[src/rtl/sdram_arb_pkg.sv]
// Shared state encoding, requester indices and timeout-counter width for the SDRAM arbiter.
// Latency: none, declarations only.
// Backpressure: none, declarations only.
package sdram_arb_pkg;

    typedef enum logic [1:0] {
        IDLE = 2'd0,
        BUSY = 2'd1,
        ACK  = 2'd2
    } arb_state_e;

    localparam int NUM_RQ = 3;

    typedef logic [1:0] rq_idx_t;

    localparam rq_idx_t RQ_DL  = 2'd0;
    localparam rq_idx_t RQ_C64 = 2'd1;
    localparam rq_idx_t RQ_REU = 2'd2;

    localparam int TMO_CNT_W = 10;

    typedef logic [TMO_CNT_W-1:0] tmo_cnt_t;

    // One-hot of a requester index; unused encodings map to no requester.
    function automatic logic [NUM_RQ-1:0] rq_onehot(input rq_idx_t idx);
        logic [NUM_RQ-1:0] oh;
        case (idx)
            RQ_DL:   oh = 3'b001;
            RQ_C64:  oh = 3'b010;
            RQ_REU:  oh = 3'b100;
            default: oh = 3'b000;
        endcase
        return oh;
    endfunction

endpackage

[src/rtl/sdram_arb_if.sv]
// Requester-side and controller-side bus of the SDRAM arbiter.
// Latency: none, wiring only.
// Backpressure: requesters hold rq_req until rq_ack; the controller ends a command with sd_ack.
interface sdram_arb_if #(
    parameter int ADDR_W = 25
);
    import sdram_arb_pkg::*;

    // Requester side: packed per-requester slices, slice i belongs to requester i.
    logic [NUM_RQ-1:0]        rq_req;
    logic [NUM_RQ-1:0]        rq_we;
    logic [NUM_RQ*ADDR_W-1:0] rq_addr;
    logic [NUM_RQ*8-1:0]      rq_wdata;
    logic [NUM_RQ-1:0]        rq_ack;
    logic [7:0]               rq_rdata;

    // Controller side.
    logic                     sd_req;
    logic                     sd_we;
    logic [ADDR_W-1:0]        sd_addr;
    logic [7:0]               sd_wdata;
    logic [7:0]               sd_rdata;
    logic                     sd_ack;

    logic                     timeout_err;

    // Arbiter view.
    modport master (
        input  rq_req, rq_we, rq_addr, rq_wdata, sd_rdata, sd_ack,
        output rq_ack, rq_rdata, sd_req, sd_we, sd_addr, sd_wdata, timeout_err
    );

    // Requesters and controller view.
    modport slave (
        output rq_req, rq_we, rq_addr, rq_wdata, sd_rdata, sd_ack,
        input  rq_ack, rq_rdata, sd_req, sd_we, sd_addr, sd_wdata, timeout_err
    );

endinterface

[src/rtl/sdram_arb_rr_pick.sv]
// Chooses between the C64 and REU requesters; round-robin when SDRAM_ARB_REU_PORT_EN is defined.
// Latency: pick is combinational; the preference pointer updates on the grant edge.
// Backpressure: none; the pointer only moves when the top actually grants C64 or REU.
module sdram_arb_rr_pick (
`ifdef SDRAM_ARB_REU_PORT_EN
    input  logic clk_sys,
    input  logic reset_n,
    input  logic take,
`endif
    input  logic req_c64,
    input  logic req_reu,
    output logic pick_reu
);

`ifdef SDRAM_ARB_REU_PORT_EN
    // prefer_reu_q = 1 means C64 was served most recently, so REU wins a tie.
    logic prefer_reu_q;
    logic prefer_reu_d;

    // Flip the preference away from whichever requester gets this grant.
    always_comb begin
        prefer_reu_d = prefer_reu_q;
        if (take) begin
            prefer_reu_d = !pick_reu;
        end
    end

    // Preference register; reset favours C64.
    always_ff @(posedge clk_sys) begin
        if (!reset_n) begin
            prefer_reu_q <= 1'b0;
        end else begin
            prefer_reu_q <= prefer_reu_d;
        end
    end

    assign pick_reu = req_reu && (!req_c64 || prefer_reu_q);
`else
    // Without the REU port C64 always ranks second; REU is masked upstream.
    assign pick_reu = req_reu && !req_c64;
`endif

endmodule

[src/rtl/sdram_arbiter.sv]
// Three-way arbiter in front of a single-byte SDRAM controller (REU port under SDRAM_ARB_REU_PORT_EN).
// Latency: grant on the IDLE edge, sd_req next cycle, rq_ack one cycle after sd_ack; 3 cycles minimum per access.
// Backpressure: one command in flight; other requests wait until IDLE; BUSY aborts after TIMEOUT cycles.
module sdram_arbiter
    import sdram_arb_pkg::*;
#(
    parameter int ADDR_W  = 25,
    parameter int TIMEOUT = 255
) (
    input  logic        clk_sys,
    input  logic        reset_n,
    sdram_arb_if.master bus
);

`ifdef SDRAM_ARB_REU_PORT_EN
    localparam logic [NUM_RQ-1:0] RQ_MASK = 3'b111;
`else
    localparam logic [NUM_RQ-1:0] RQ_MASK = 3'b011;
`endif

    // tmo_cnt_q counts BUSY cycles already spent, so the cycle seeing TMO_LAST is the TIMEOUT-th one.
    localparam tmo_cnt_t TMO_LAST = tmo_cnt_t'(TIMEOUT - 1);

    arb_state_e        state_q,       state_d;
    rq_idx_t           grant_q,       grant_d;
    logic              sd_we_q,       sd_we_d;
    logic [ADDR_W-1:0] sd_addr_q,     sd_addr_d;
    logic [7:0]        sd_wdata_q,    sd_wdata_d;
    logic [7:0]        rq_rdata_q,    rq_rdata_d;
    tmo_cnt_t          tmo_cnt_q,     tmo_cnt_d;
    logic              timeout_err_q, timeout_err_d;

    logic [NUM_RQ-1:0] req_eff;
    logic              start;
    logic              pick_reu;
    rq_idx_t           grant_sel;

    assign req_eff = bus.rq_req & RQ_MASK;
    assign start   = (state_q == IDLE) && (|req_eff);

`ifdef SDRAM_ARB_REU_PORT_EN
    logic rr_take;
    assign rr_take = start && !req_eff[RQ_DL];
`endif

    sdram_arb_rr_pick u_rr_pick (
`ifdef SDRAM_ARB_REU_PORT_EN
        .clk_sys  (clk_sys),
        .reset_n  (reset_n),
        .take     (rr_take),
`endif
        .req_c64  (req_eff[RQ_C64]),
        .req_reu  (req_eff[RQ_REU]),
        .pick_reu (pick_reu)
    );

    // Download wins outright; otherwise the sub-module decides between C64 and REU.
    always_comb begin
        grant_sel = RQ_C64;
        if (req_eff[RQ_DL]) begin
            grant_sel = RQ_DL;
        end else if (pick_reu) begin
            grant_sel = RQ_REU;
        end
    end

    // Next state, command latch, read-data capture and timeout tracking.
    always_comb begin
        state_d       = state_q;
        grant_d       = grant_q;
        sd_we_d       = sd_we_q;
        sd_addr_d     = sd_addr_q;
        sd_wdata_d    = sd_wdata_q;
        rq_rdata_d    = rq_rdata_q;
        tmo_cnt_d     = tmo_cnt_q;
        timeout_err_d = timeout_err_q;

        case (state_q)
            IDLE: begin
                if (start) begin
                    state_d    = BUSY;
                    grant_d    = grant_sel;
                    sd_we_d    = bus.rq_we[grant_sel];
                    sd_addr_d  = bus.rq_addr[int'(grant_sel)*ADDR_W +: ADDR_W];
                    sd_wdata_d = bus.rq_wdata[int'(grant_sel)*8 +: 8];
                    tmo_cnt_d  = '0;
                end
            end
            BUSY: begin
                // A real ack on the last allowed cycle still counts as success.
                if (bus.sd_ack) begin
                    state_d = ACK;
                    if (!sd_we_q) begin
                        rq_rdata_d = bus.sd_rdata;
                    end
                end else if (tmo_cnt_q == TMO_LAST) begin
                    state_d       = ACK;
                    timeout_err_d = 1'b1;
                    if (!sd_we_q) begin
                        rq_rdata_d = 8'hFF;
                    end
                end else begin
                    tmo_cnt_d = tmo_cnt_q + tmo_cnt_t'(1);
                end
            end
            ACK: begin
                state_d = IDLE;
            end
            default: begin
                state_d = IDLE;
            end
        endcase
    end

    // State and datapath registers with synchronous active-low reset.
    always_ff @(posedge clk_sys) begin
        if (!reset_n) begin
            state_q       <= IDLE;
            grant_q       <= RQ_DL;
            sd_we_q       <= 1'b0;
            sd_addr_q     <= '0;
            sd_wdata_q    <= '0;
            rq_rdata_q    <= '0;
            tmo_cnt_q     <= '0;
            timeout_err_q <= 1'b0;
        end else begin
            state_q       <= state_d;
            grant_q       <= grant_d;
            sd_we_q       <= sd_we_d;
            sd_addr_q     <= sd_addr_d;
            sd_wdata_q    <= sd_wdata_d;
            rq_rdata_q    <= rq_rdata_d;
            tmo_cnt_q     <= tmo_cnt_d;
            timeout_err_q <= timeout_err_d;
        end
    end

    assign bus.sd_req      = (state_q == BUSY);
    assign bus.sd_we       = sd_we_q;
    assign bus.sd_addr     = sd_addr_q;
    assign bus.sd_wdata    = sd_wdata_q;
    assign bus.rq_rdata    = rq_rdata_q;
    assign bus.timeout_err = timeout_err_q;
    assign bus.rq_ack      = (state_q == ACK) ? (rq_onehot(grant_q) & RQ_MASK) : '0;

endmodule
[src/flat_wrapper.sv]
// flat-port wrapper written by rule: the top's interface ports become plain ports
module sdram_arbiter_flat import sdram_arb_pkg::*;
#(
    parameter int ADDR_W  = 25,
    parameter int TIMEOUT = 255
)
  (clk_sys, reset_n, bus_rq_req, bus_rq_we, bus_rq_addr, bus_rq_wdata, bus_sd_rdata, bus_sd_ack, bus_rq_ack, bus_rq_rdata, bus_sd_req, bus_sd_we, bus_sd_addr, bus_sd_wdata, bus_timeout_err);
  sdram_arb_if #(.ADDR_W(ADDR_W)) bus_i ();
  input  logic clk_sys;
  input  logic reset_n;
  input wire logic [$bits(bus_i.rq_req)-1:0] bus_rq_req;
  input wire logic [$bits(bus_i.rq_we)-1:0] bus_rq_we;
  input wire logic [$bits(bus_i.rq_addr)-1:0] bus_rq_addr;
  input wire logic [$bits(bus_i.rq_wdata)-1:0] bus_rq_wdata;
  input wire logic [$bits(bus_i.sd_rdata)-1:0] bus_sd_rdata;
  input wire logic [$bits(bus_i.sd_ack)-1:0] bus_sd_ack;
  output wire logic [$bits(bus_i.rq_ack)-1:0] bus_rq_ack;
  output wire logic [$bits(bus_i.rq_rdata)-1:0] bus_rq_rdata;
  output wire logic [$bits(bus_i.sd_req)-1:0] bus_sd_req;
  output wire logic [$bits(bus_i.sd_we)-1:0] bus_sd_we;
  output wire logic [$bits(bus_i.sd_addr)-1:0] bus_sd_addr;
  output wire logic [$bits(bus_i.sd_wdata)-1:0] bus_sd_wdata;
  output wire logic [$bits(bus_i.timeout_err)-1:0] bus_timeout_err;
  assign bus_i.rq_req = bus_rq_req;
  assign bus_i.rq_we = bus_rq_we;
  assign bus_i.rq_addr = bus_rq_addr;
  assign bus_i.rq_wdata = bus_rq_wdata;
  assign bus_i.sd_rdata = bus_sd_rdata;
  assign bus_i.sd_ack = bus_sd_ack;
  assign bus_rq_ack = bus_i.rq_ack;
  assign bus_rq_rdata = bus_i.rq_rdata;
  assign bus_sd_req = bus_i.sd_req;
  assign bus_sd_we = bus_i.sd_we;
  assign bus_sd_addr = bus_i.sd_addr;
  assign bus_sd_wdata = bus_i.sd_wdata;
  assign bus_timeout_err = bus_i.timeout_err;
  sdram_arbiter #(.ADDR_W(ADDR_W), .TIMEOUT(TIMEOUT)) u_core (.clk_sys(clk_sys), .reset_n(reset_n), .bus(bus_i));
endmodule
[config.mk]
export PLATFORM = sky130hd
export DESIGN_NAME = sdram_arbiter_flat
export DESIGN_NICKNAME = d
export VERILOG_FILES = /design/src/rtl/sdram_arb_pkg.sv /design/src/rtl/sdram_arb_if.sv /design/src/rtl/sdram_arb_rr_pick.sv /design/src/rtl/sdram_arbiter.sv /design/src/flat_wrapper.sv
export SDC_FILE = /design/constraint.sdc
export NUM_CORES = 1
export LEC_CHECK = 0
export ABC_AREA = 1
export CORE_MARGIN = 4
export CORE_UTILIZATION = 34
export CTS_CLUSTER_SIZE = 20
export DETAILED_ROUTE_END_ITERATION = 12
export GPL_TIMING_DRIVEN = 0
export PLACE_DENSITY = 0.78
export SYNTH_ARGS = -nofsm -noshare
export SYNTH_HDL_FRONTEND = slang
export SYNTH_SLANG_ARGS = --single-unit
export TNS_END_PERCENT = 100
[constraint.sdc]
create_clock -name clk_sys -period 1.2 [get_ports clk_sys]
set_input_delay 0.18 -clock clk_sys [delete_from_list [all_inputs] [get_ports clk_sys]]
set_output_delay 0.18 -clock clk_sys [all_outputs]
set_load 0.01 [all_outputs]
==> flow_metrics.env, run 1 <==
export IMPL_finalClockSkew_ns=0.00586
export IMPL_vias=3269
export IMPL_cts_root_buffer="clkbuf_8"
export IMPL_drive_above_1_share_pct=24.4
export IMPL_fp_coreArea_sq_um=7410
export IMPL_r2r_end="u_core.tmo_cnt_q[2]"
export IMPL_firstDrtPassIters=5
export IMPL_max_cap_violations=0
export IMPL_dp_cells=594
export IMPL_synth_nets=489
export IMPL_port_buffer_count=124
export IMPL_synth_cells=371
export IMPL_worst_setup_path_start_kind="register"
export IMPL_syn_area_sq_um=2650
export IMPL_cp_slowest_cell="dfxtp_2"
export IMPL_place_ws_ns=-0.568
export IMPL_yosysWarnings=0
export IMPL_initial_core_util_pct=35.7
export IMPL_dieArea_sq_um=9260
export IMPL_grt_max_degree=17
export IMPL_fmax_mhz=734
export IMPL_rows=31
export IMPL_grt_ovfl_total=0
export IMPL_endpoint="u_core.tmo_cnt_q[2]"
export IMPL_ioPinCount=163
export IMPL_rsz0062_at_grt="yes"
export IMPL_drv_slew=0
export IMPL_antenna_left=0
export IMPL_crit_type="register to register"
export IMPL_cts_buffers=5
export IMPL_ff2ff_setup_slack_ns=-0.16
export IMPL_hold_viol_final=0
export IMPL_utilization_pct=64.9
export IMPL_antenna_found_initial=0
export IMPL_setup_slack_ns=-0.162
export IMPL_stdcell_count=631
export IMPL_holdWs_ns=0.157
export IMPL_ys_types=30
export IMPL_seq_area_frac_synth_pct=42.3
export IMPL_clock_latency_ns=0.31
export IMPL_grt_pass1_wl_um=13900
export IMPL_ff2ff_path_depth=6
export IMPL_cp_required_ns=1.45
export IMPL_clock_sinks=56
export IMPL_grt_pass1_vias=2940
export IMPL_drt_iter0_markers=197
export IMPL_finalCritPeriodShare_pct=114
export IMPL_vias_per_cell=5.18
export IMPL_timing_setup_tns_ns=-4.91
export IMPL_cts_tree="done"
export IMPL_setup_viol=57
export IMPL_syn2layout_area_growth_pct=81.5
export IMPL_die_w_um=96.2
export IMPL_path_clk_slew_ns=0.10
export IMPL_arrival_ns=1.61
export IMPL_clock_path_buffers=2
export IMPL_rr_startpoint="u_core.state_q[1]"
export IMPL_leakagePower_uw=0.00205
export IMPL_cts_hold_buffers=0
export IMPL_critPathMaxFanout=7
export IMPL_cts_max_level=2
export IMPL_dp_hpwl_um=6460
export IMPL_peakVddDrop_mv=0.600
export IMPL_wl_um=10000
export IMPL_endpoint_kind="register"
export IMPL_die_h_um=96.2
export IMPL_ys_ff_latch=56
export IMPL_synth_area_per_cell_sq_um=7.14
export IMPL_drc_errors=0
export IMPL_routabilityCongestion=0.863
export IMPL_nets=649
export IMPL_violations="negative setup slack"
export IMPL_crit_start="u_core.state_q[1]"
export IMPL_num_antenna_cells=0
export IMPL_status="finished, violations left"
export IMPL_hp_class="input pin to register"
export IMPL_fillCellCount=586
export IMPL_cp_cell_sequence="nor2_4 -> buf_6 -> clkinvlp_4 -> nor3b_2 -> nand2_2 -> a21oi_2"
export IMPL_slowest_delay_ns=0.36
export IMPL_fin_crit_ns=1.36
export IMPL_grtUsageTotal_pct=19.1
export IMPL_powerDensity_nw_per_um2=1090
export IMPL_wl_per_cell_um=15.9
[how the worst min path moves through the flow]
| stage | start | to | slack (ns) | depth (start not counted) |
|---|---|---|---|---|
| floorplan | bus_rq_addr[20] | u_core.bus.sd_addr[20] | 0.33 | 2 |
| global placement | u_core.bus.rq_rdata[1] | u_core.bus.rq_rdata[1] | 0.44 | 2 |
| detailed placement | u_core.bus.rq_rdata[7] | u_core.bus.rq_rdata[7] | 0.44 | 2 |
| CTS | bus_rq_req[0] | u_core.bus.sd_addr[8] | 0.15 | 3 |
| global route | bus_rq_req[0] | u_core.bus.sd_addr[8] | 0.16 | 3 |
| finish | bus_rq_req[0] | u_core.bus.sd_addr[8] | 0.16 | 3 |
[registers in the layout, indices dropped and copies added (netlist names)]
name / flops
u_core.tmo_cnt_q: 10
u_core.bus.rq_rdata: 8
u_core.bus.sd_addr: 25
u_core.state_q: 2
u_core.bus.sd_we: 1
u_core.grant_q: 1
u_core.bus.sd_wdata: 8
u_core.bus.timeout_err: 1
[synthesized netlist by cell type, drive strengths merged]
library cell    n  area, sq um
a21oi          15         75.1
a31oi          34          213
buf             9         72.6
clkbuf         14         53.8
clkinv          2         7.51
conb            1         3.75
dfxtp          56         1120
ha              2         25.0
inv            30          115
nand2         113          434
nand3          12         90.1
nand3b          2         15.0
nand4           8         50.1
nor2           30          130
nor3            1         5.00
nor3b           3         22.5
o21a            1         7.51
o21ai          36          191
o21bai          2         15.0
[layer usage]
metal / GRT usage (%) / share of wire [%]
met1: 22.3 / 37
met2: 33.5 / 53
met3: 5.63 / 8.2
met4: 5.45 / 1.7
met5: 0 / 0
[critical path, delay by kind of cell, from the launching register on]
family / cells / cell delay [ns]
AOI/OAI and AO/OA: 1 / 0.12
buffers and inverters: 2 / 0.33
DFF: 1 / 0.36
and+or+nand+nor: 3 / 0.48
[what timing repair did]
item	in CTS	in global routing
setup buffers	13	10
resized for setup	108	81
setup endpoints to repair	102	60
pin swaps	13	12
gates cloned	1	6
[cell families after synthesis]
kind of cell | count (synthesis) | synth area share (%)
buf+inv | 55 | 9.40
compound gates | 88 | 19.0
other cells | 1 | 0.142
simple gates | 169 | 28.2
flops | 56 | 42.3
fa+ha+maj | 2 | 0.945
[layout make-up]
| type | count | area (sq um) | area share, % |
|---|---|---|---|
| multi-input combinational | 260 | 1590 | 33.1 |
| timing repair buffer | 152 | 1490 | 31.1 |
| sequential | 56 | 1140 | 23.7 |
| buffer | 23 | 195 | 4.06 |
| inverter | 32 | 131 | 2.73 |
| tap | 99 | 124 | 2.58 |
| clock buffer | 7 | 96.3 | 2.00 |
| clock inverter | 1 | 30.0 | 0.625 |
| timing repair inverter | 1 | 6.26 | 0.130 |
[cell usage in the layout, fill, tap and decap left out, types with 3 or more instances in the layout]
cell | Yosys | layout
a31oi_4 | 0 | 6
o21ai_1 | 0 | 15
clkbuf_1 | 13 | 8
nand3_1 | 9 | 8
a21oi_1 | 15 | 6
buf_6 | 4 | 10
clkbuf_16 | 0 | 4
nand2_2 | 1 | 7
dfxtp_1 | 56 | 46
nor2_4 | 2 | 7
nand3_4 | 2 | 3
nor3b_2 | 0 | 3
nor2_1 | 27 | 18
dfxtp_2 | 0 | 8
a31oi_2 | 0 | 3
a21oi_2 | 0 | 9
dlygate4sd2_1 | 0 | 41
inv_2 | 0 | 3
nor2_2 | 1 | 5
nand4_1 | 8 | 8
buf_2 | 4 | 3
clkbuf_8 | 0 | 7
nand2_1 | 111 | 103
a31oi_1 | 34 | 25
buf_8 | 0 | 6
inv_1 | 29 | 24
nand2_4 | 1 | 3
o21ai_2 | 0 | 8
o21ai_0 | 35 | 11
clkdlybuf4s50_1 | 0 | 78
buf_4 | 1 | 20
[power by group]
part / internal, uW / leakage, uW / total, uW / switching (uW)
registers: 2040 / 0.000467 / 2160 / 120
logic: 899 / 0.00152 / 1720 / 825
clock network: 738 / 0.0000645 / 1370 / 634
total: 3680 / 0.00205 / 5260 / 1580
[per-stage QoR]
stage,area (sq um),total power (uW)
floorplan,2670,2770
CTS,4340,4890
detailed placement,4040,3510
global placement,4040,3480
finish,4810,5260
global route,4810,5490
(Power assumes the default switching activity.)
==> run 2: changes to the inputs <==
CELL_PAD_IN_SITES_DETAIL_PLACEMENT = 1   (was not set)
CELL_PAD_IN_SITES_GLOBAL_PLACEMENT = 2   (was not set)
CORE_UTILIZATION = 16   (was 34)
PLACE_DENSITY = not set   (was 0.78)
PLACE_DENSITY_LB_ADDON = 0.1   (was not set)
==> flow_metrics.env, run 2 (synthesis results as in run 1) <==
export IMPL_rows=46
export IMPL_whs_path_depth=3
export IMPL_cts_tree="done"
export IMPL_antenna_left=0
export IMPL_worst_pin_slew_ns=0.510
export IMPL_cp_cell_sequence="inv_4 -> ha_4 -> inv_2 -> nor2_4 -> nand3_4 -> nand3_4 -> nand2_8 -> buf_8 -> nand2_1 -> a21oi_2"
export IMPL_use_met3_pct=5.22
export IMPL_num_antenna_cells=0
export IMPL_dp_hpwl_um=8210
export IMPL_arrival_ns=1.60
export IMPL_status="finished, violations left"
export IMPL_antenna_found_initial=0
export IMPL_peakVddDrop_mv=0.545
export IMPL_ff2ff_path_depth=10
export IMPL_switching_share_pct=30.8
export IMPL_port_buffer_count=124
export IMPL_nets=640
export IMPL_critPathMaxFanout=5
export IMPL_worst_setup_path_start_kind="register"
export IMPL_min_delay_start="bus_rq_req[0]"
export IMPL_utilization_pct=29.3
export IMPL_drt_iter0_markers=62
export IMPL_finalCritPeriodShare_pct=113
export IMPL_setup_slack_ns=-0.158
export IMPL_endpoint_kind="register"
export IMPL_powerDensity_nw_per_um2=1120
export IMPL_cts_buffers=5
export IMPL_largest_register_ffs=25
export IMPL_slowest_delay_ns=0.38
export IMPL_cp_required_ns=1.45
export IMPL_vias_per_cell=4.08
export IMPL_hold_path_endpoint="u_core.bus.sd_addr[7]"
export IMPL_grt_ovfl_total=0
export IMPL_cp_slowest_cell="dfxtp_4"
export IMPL_hp_class="input pin to register"
export IMPL_cp_common_cell="nand3_4"
export IMPL_grtUsageTotal_pct=12.0
export IMPL_globalRouteMet2Util_pct=19.2
export IMPL_max_slew_margin_pct=66.0
export IMPL_syn2layout_area_growth_pct=77.6
export IMPL_drive_above_1_share_pct=20.3
export IMPL_cts_root_buffer="clkbuf_16"
export IMPL_wl_per_cell_um=15.2
export IMPL_r2r_end="u_core.tmo_cnt_q[4]"
export IMPL_drv_slew=0
export IMPL_drc_errors=0
export IMPL_dp_cells=711
export IMPL_fmax_mhz=736
export IMPL_mostFrequentLayoutCell="nand2_1"
export IMPL_place_ws_ns=-0.625
export IMPL_crit_type="register to register"
export IMPL_grt_busiest_layer="met2"
export IMPL_leakagePower_uw=0.00196
export IMPL_grt_pass1_vias=3140
export IMPL_p_switching_uw=1630
export IMPL_cts_hold_buffers=0
export IMPL_p_int_uw=3650
export IMPL_firstDrtPassIters=4
export IMPL_pwr_share_clk_pct=30.8
export IMPL_holdWs_ns=0.177
export IMPL_dieArea_sq_um=18700
export IMPL_ioPinCount=163
export IMPL_die_w_um=137
export IMPL_fin_crit_ns=1.36
export IMPL_vias=3012
export IMPL_crit_family="simple AND/OR/NAND/NOR gates"
export IMPL_combPwrFrac_pct=28.3
export IMPL_critPathBufInv=3
export IMPL_setup_viol=23
export IMPL_clock_sinks=56
export IMPL_finalClockSkew_ns=0.00476
export IMPL_final_cell_mix="104 x nand2_1, 78 x clkdlybuf4s50_1, 45 x dfxtp_1, 42 x dlygate4sd2_1, 35 x o21ai_0"
export IMPL_clock_latency_ns=0.31
export IMPL_p_seq_share_pct=40.9
export IMPL_fillCellCount=1938
export IMPL_grt_max_degree=17
export IMPL_ff2ff_setup_slack_ns=-0.16
export IMPL_grt_pass1_wl_um=17400
export IMPL_initial_core_util_pct=16.5
export IMPL_rsz0062_at_grt="yes"
export IMPL_rr_startpoint="u_core.tmo_cnt_q[0]"
export IMPL_routabilityCongestion=0.762
export IMPL_fp_coreArea_sq_um=16100
export IMPL_max_cap_violations=0
export IMPL_hold_viol_final=0
export IMPL_grt_util_met1_pct=14.9
export IMPL_die_h_um=137
export IMPL_stdcell_count=739
export IMPL_violations="negative setup slack"
export IMPL_clock_path_buffers=2
export IMPL_cts_max_level=2
export IMPL_path_clk_slew_ns=0.08
export IMPL_wl_um=11200
[run 2: worst register-to-register path, delay by kind of cell (launching register included)]
kind                     cells  cell delay [ns]
AND/OR/NAND/NOR              5             0.45
flip-flops                   1             0.38
buffers and inverters        3             0.24
adder cells (fa/ha/maj)      1             0.14
AO/OA/AOI/OAI                1             0.11
[run 2: final cells by class]
| class | count | area, sq um | area share, % |
|---|---|---|---|
| clock buffer | 7 | 143 | 3.03 |
| clock inverter | 1 | 7.51 | 0.160 |
| multi-input combinational | 260 | 1450 | 30.7 |
| timing repair buffer | 144 | 1370 | 29.1 |
| buffer | 23 | 195 | 4.15 |
| tap | 216 | 270 | 5.75 |
| inverter | 32 | 131 | 2.79 |
| sequential | 56 | 1140 | 24.2 |
[run 2: worst max-delay path by stage]
stage / start / to / slack (ns) / cells after the start
2_1_floorplan: u_core.tmo_cnt_q[0] / u_core.tmo_cnt_q[0] / -0.05 / 10
3_3_place_gp: u_core.state_q[0] / bus_sd_req / -0.63 / 4
3_5_place_dp: u_core.state_q[0] / bus_sd_req / -0.62 / 4
4_1_cts: u_core.state_q[0] / u_core.tmo_cnt_q[3] / -0.16 / 7
5_1_grt: u_core.tmo_cnt_q[0] / u_core.tmo_cnt_q[4] / -0.22 / 10
6_report: u_core.tmo_cnt_q[0] / u_core.tmo_cnt_q[4] / -0.16 / 10
[run 2: metal layers]
| layer | vias to the layer above | wire [um] |
|---|---|---|
| li1 | 1526 | - |
| met4 | 0 | 89 |
| met2 | 81 | 5360 |
| met1 | 1398 | 4850 |
| met3 | 7 | 927 |
| met5 | - | 0 |
[run 2: timing repair]
action	4_1_cts	5_1_grt
setup buffers	9	10
pin swaps	6	9
setup endpoints to repair	102	57
cloned	1	0
gates resized for setup	115	27
[run 2: power by group through the flow]
stage               logic (uW)  registers, uW  clock network [uW]
CTS                       1460           2160                1710
finish                    1490           2160                1620
detailed placement        1370           2200                   0
global placement          1370           2190                   0
floorplan                  524           2250                   0
global route              1650           2190                1760
[run 2: through the flow]
step	area, sq um	power (uW)	TNS, ns
2_1_floorplan	2670	2770	-0.510
3_3_place_gp	4180	3560	-21.51
3_5_place_dp	4180	3570	-22.49
4_1_cts	4540	5330	-2.64
5_1_grt	4700	5590	-6.21
6_report	4700	5280	-2.44
==> run 3: changes to the inputs <==
CORE_ASPECT_RATIO = 1.2   (was not set)
CTS_CLUSTER_DIAMETER = 50   (was not set)
==> flow_metrics.env, run 3 (synthesis results as in run 1) <==
export IMPL_status="finished, violations left"
export IMPL_violations="negative setup slack"
export IMPL_die_h_um=149
export IMPL_final_cell_mix="99 x nand2_1, 78 x clkdlybuf4s50_1, 46 x dfxtp_1, 36 x dlygate4sd2_1, 24 x inv_1"
export IMPL_crit_type="register to register"
export IMPL_hold_viol_final=0
export IMPL_hold_path_endpoint="u_core.bus.sd_addr[7]"
export IMPL_drive_above_1_share_pct=31.4
export IMPL_ioPinCount=163
export IMPL_arrival_ns=1.53
export IMPL_cts_max_level=2
export IMPL_grt_max_degree=17
export IMPL_antenna_found_initial=0
export IMPL_dp_hpwl_um=8420
export IMPL_whs_path_depth=3
export IMPL_die_w_um=125
export IMPL_cts_hold_buffers=0
export IMPL_vias_per_cell=4.16
export IMPL_cts_root_buffer="clkbuf_16"
export IMPL_stdcell_count=750
export IMPL_initial_core_util_pct=16.3
export IMPL_fin_crit_ns=1.32
export IMPL_max_slew_margin_pct=63.1
export IMPL_fp_coreArea_sq_um=16200
export IMPL_dieArea_sq_um=18700
export IMPL_grt_pass1_wl_um=18600
export IMPL_min_delay_start="bus_rq_req[0]"
export IMPL_syn2layout_area_growth_pct=99.6
export IMPL_cts_tree="done"
export IMPL_vias=3123
export IMPL_finalCritPeriodShare_pct=110
export IMPL_fmax_mhz=755
export IMPL_post_route_cell_area_sq_um=5280
export IMPL_peakVddDrop_mv=0.518
export IMPL_dpl_cell_area_sq_um=4180
export IMPL_rr_startpoint="u_core.tmo_cnt_q[0]"
export IMPL_setup_slack_ns=-0.125
export IMPL_num_antenna_cells=0
export IMPL_worst_pin_slew_ns=0.554
export IMPL_r2r_end="u_core.tmo_cnt_q[1]"
export IMPL_fillCellCount=1922
export IMPL_dp_cells=707
export IMPL_drv_slew=0
export IMPL_ff2ff_setup_slack_ns=-0.12
export IMPL_clock_latency_ns=0.30
export IMPL_rsz0062_at_grt="yes"
export IMPL_clock_path_buffers=2
export IMPL_wl_per_cell_um=16.0
export IMPL_worst_setup_path_start_kind="register"
export IMPL_nets=655
export IMPL_path_clk_slew_ns=0.08
export IMPL_cts_buffers=5
export IMPL_hp_class="input pin to register"
export IMPL_mostFrequentLayoutCell="nand2_1"
export IMPL_slowest_delay_ns=0.35
export IMPL_utilization_pct=32.6
export IMPL_ff_latch_area_sq_um=1140
export IMPL_powerDensity_nw_per_um2=1080
export IMPL_max_cap_violations=0
export IMPL_drc_errors=0
export IMPL_grt_pass1_vias=3444
export IMPL_firstDrtPassIters=4
export IMPL_multiInputGateArea_sq_um=1780
export IMPL_ff2ff_path_depth=11
export IMPL_antenna_left=0
export IMPL_clock_sinks=56
export IMPL_finalClockSkew_ns=0.00303
export IMPL_finalPower_uw=5730
export IMPL_setup_viol=55
export IMPL_routabilityCongestion=0.701
export IMPL_cp_slowest_cell="dfxtp_2"
export IMPL_drt_iter0_markers=83
export IMPL_rows=51
export IMPL_port_buffer_count=124
export IMPL_leakagePower_uw=0.00212
export IMPL_cp_cell_sequence="inv_2 -> ha_4 -> inv_2 -> nor2_4 -> nand3_4 -> nand3_4 -> nand2_8 -> buf_6 -> inv_4 -> nor2_1 -> nor2_1"
export IMPL_endpoint_kind="register"
export IMPL_wl_um=12000
export IMPL_grtUsageTotal_pct=12.6
export IMPL_place_ws_ns=-0.664
export IMPL_grt_ovfl_total=0
export IMPL_largest_register_ffs=25
export IMPL_critPathMaxFanout=4
export IMPL_cp_required_ns=1.40
## run 3: cell count changes in the layout (fill, tap and decap cells not counted), sizes merged
cell           delta
buf              +15
clkbuf            +2
clkdlybuf4s15     +4
clkinv            +1
inv               -1
dlygate4sd2       -6
## run 3: area by class of cell
class | instances | area share, %
Inverter | 32 | 2.49
Timing Repair Buffer | 159 | 29.9
Clock buffer | 7 | 2.70
Multi-Input combinational cell | 260 | 33.6
Buffer | 23 | 4.48
Tap cell | 212 | 5.02
Clock inverter | 1 | 0.142
Sequential cell | 56 | 21.6
## run 3: through the flow
stage,hold slack (ns),setup TNS [ns]
5_1_grt,0.194,-8.76
2_1_floorplan,0.335,-0.510
6_report,0.172,-4.40
4_1_cts,0.169,-5.30
3_3_place_gp,0.434,-22.28
3_5_place_dp,0.437,-22.41
## run 3: critical path: cells and delay by family, from the launching register on
kind,cells,cell delay [ns]
AND/OR/NAND/NOR,6,0.47
flip-flops,1,0.35
buffers and inverters,4,0.26
adder cells (fa/ha/maj),1,0.15
## run 3: layer usage
metal / GRT usage, % / share of wire (%) / up-vias
met5: 0 / 0 / -
met4: 3.04 / 1.0 / 0
met3: 3.69 / 4.7 / 7
met2: 24.2 / 55 / 59
met1: 13.4 / 39 / 1495
li1: - / - / 1562
## run 3: worst max-delay path by stage
| stage | endpoint | startpoint | depth (start not counted) | slack, ns |
|---|---|---|---|---|
| after CTS | u_core.bus.rq_rdata[6] | u_core.tmo_cnt_q[0] | 9 | -0.15 |
| after global placement | bus_sd_req | u_core.state_q[0] | 4 | -0.64 |
| final | u_core.tmo_cnt_q[1] | u_core.tmo_cnt_q[0] | 11 | -0.12 |
| after floorplan | u_core.tmo_cnt_q[0] | u_core.tmo_cnt_q[0] | 10 | -0.05 |
| after detailed placement | bus_sd_req | u_core.state_q[0] | 4 | -0.66 |
| after global routing | u_core.tmo_cnt_q[6] | u_core.tmo_cnt_q[0] | 8 | -0.20 |
## run 3: what timing repair did
action / 4_1_cts / 5_1_grt
gates cloned: 4 / 2
setup endpoints to repair: 102 / 62
buffers inserted: 21 / 8
gates resized for setup: 155 / 99
pin swaps: 15 / 13
## run 3: power breakdown
part           internal (uW)  switching [uW]
Clock                    837             761
Sequential              2040             137
Combinational           1040             914
Total                   3920            1810
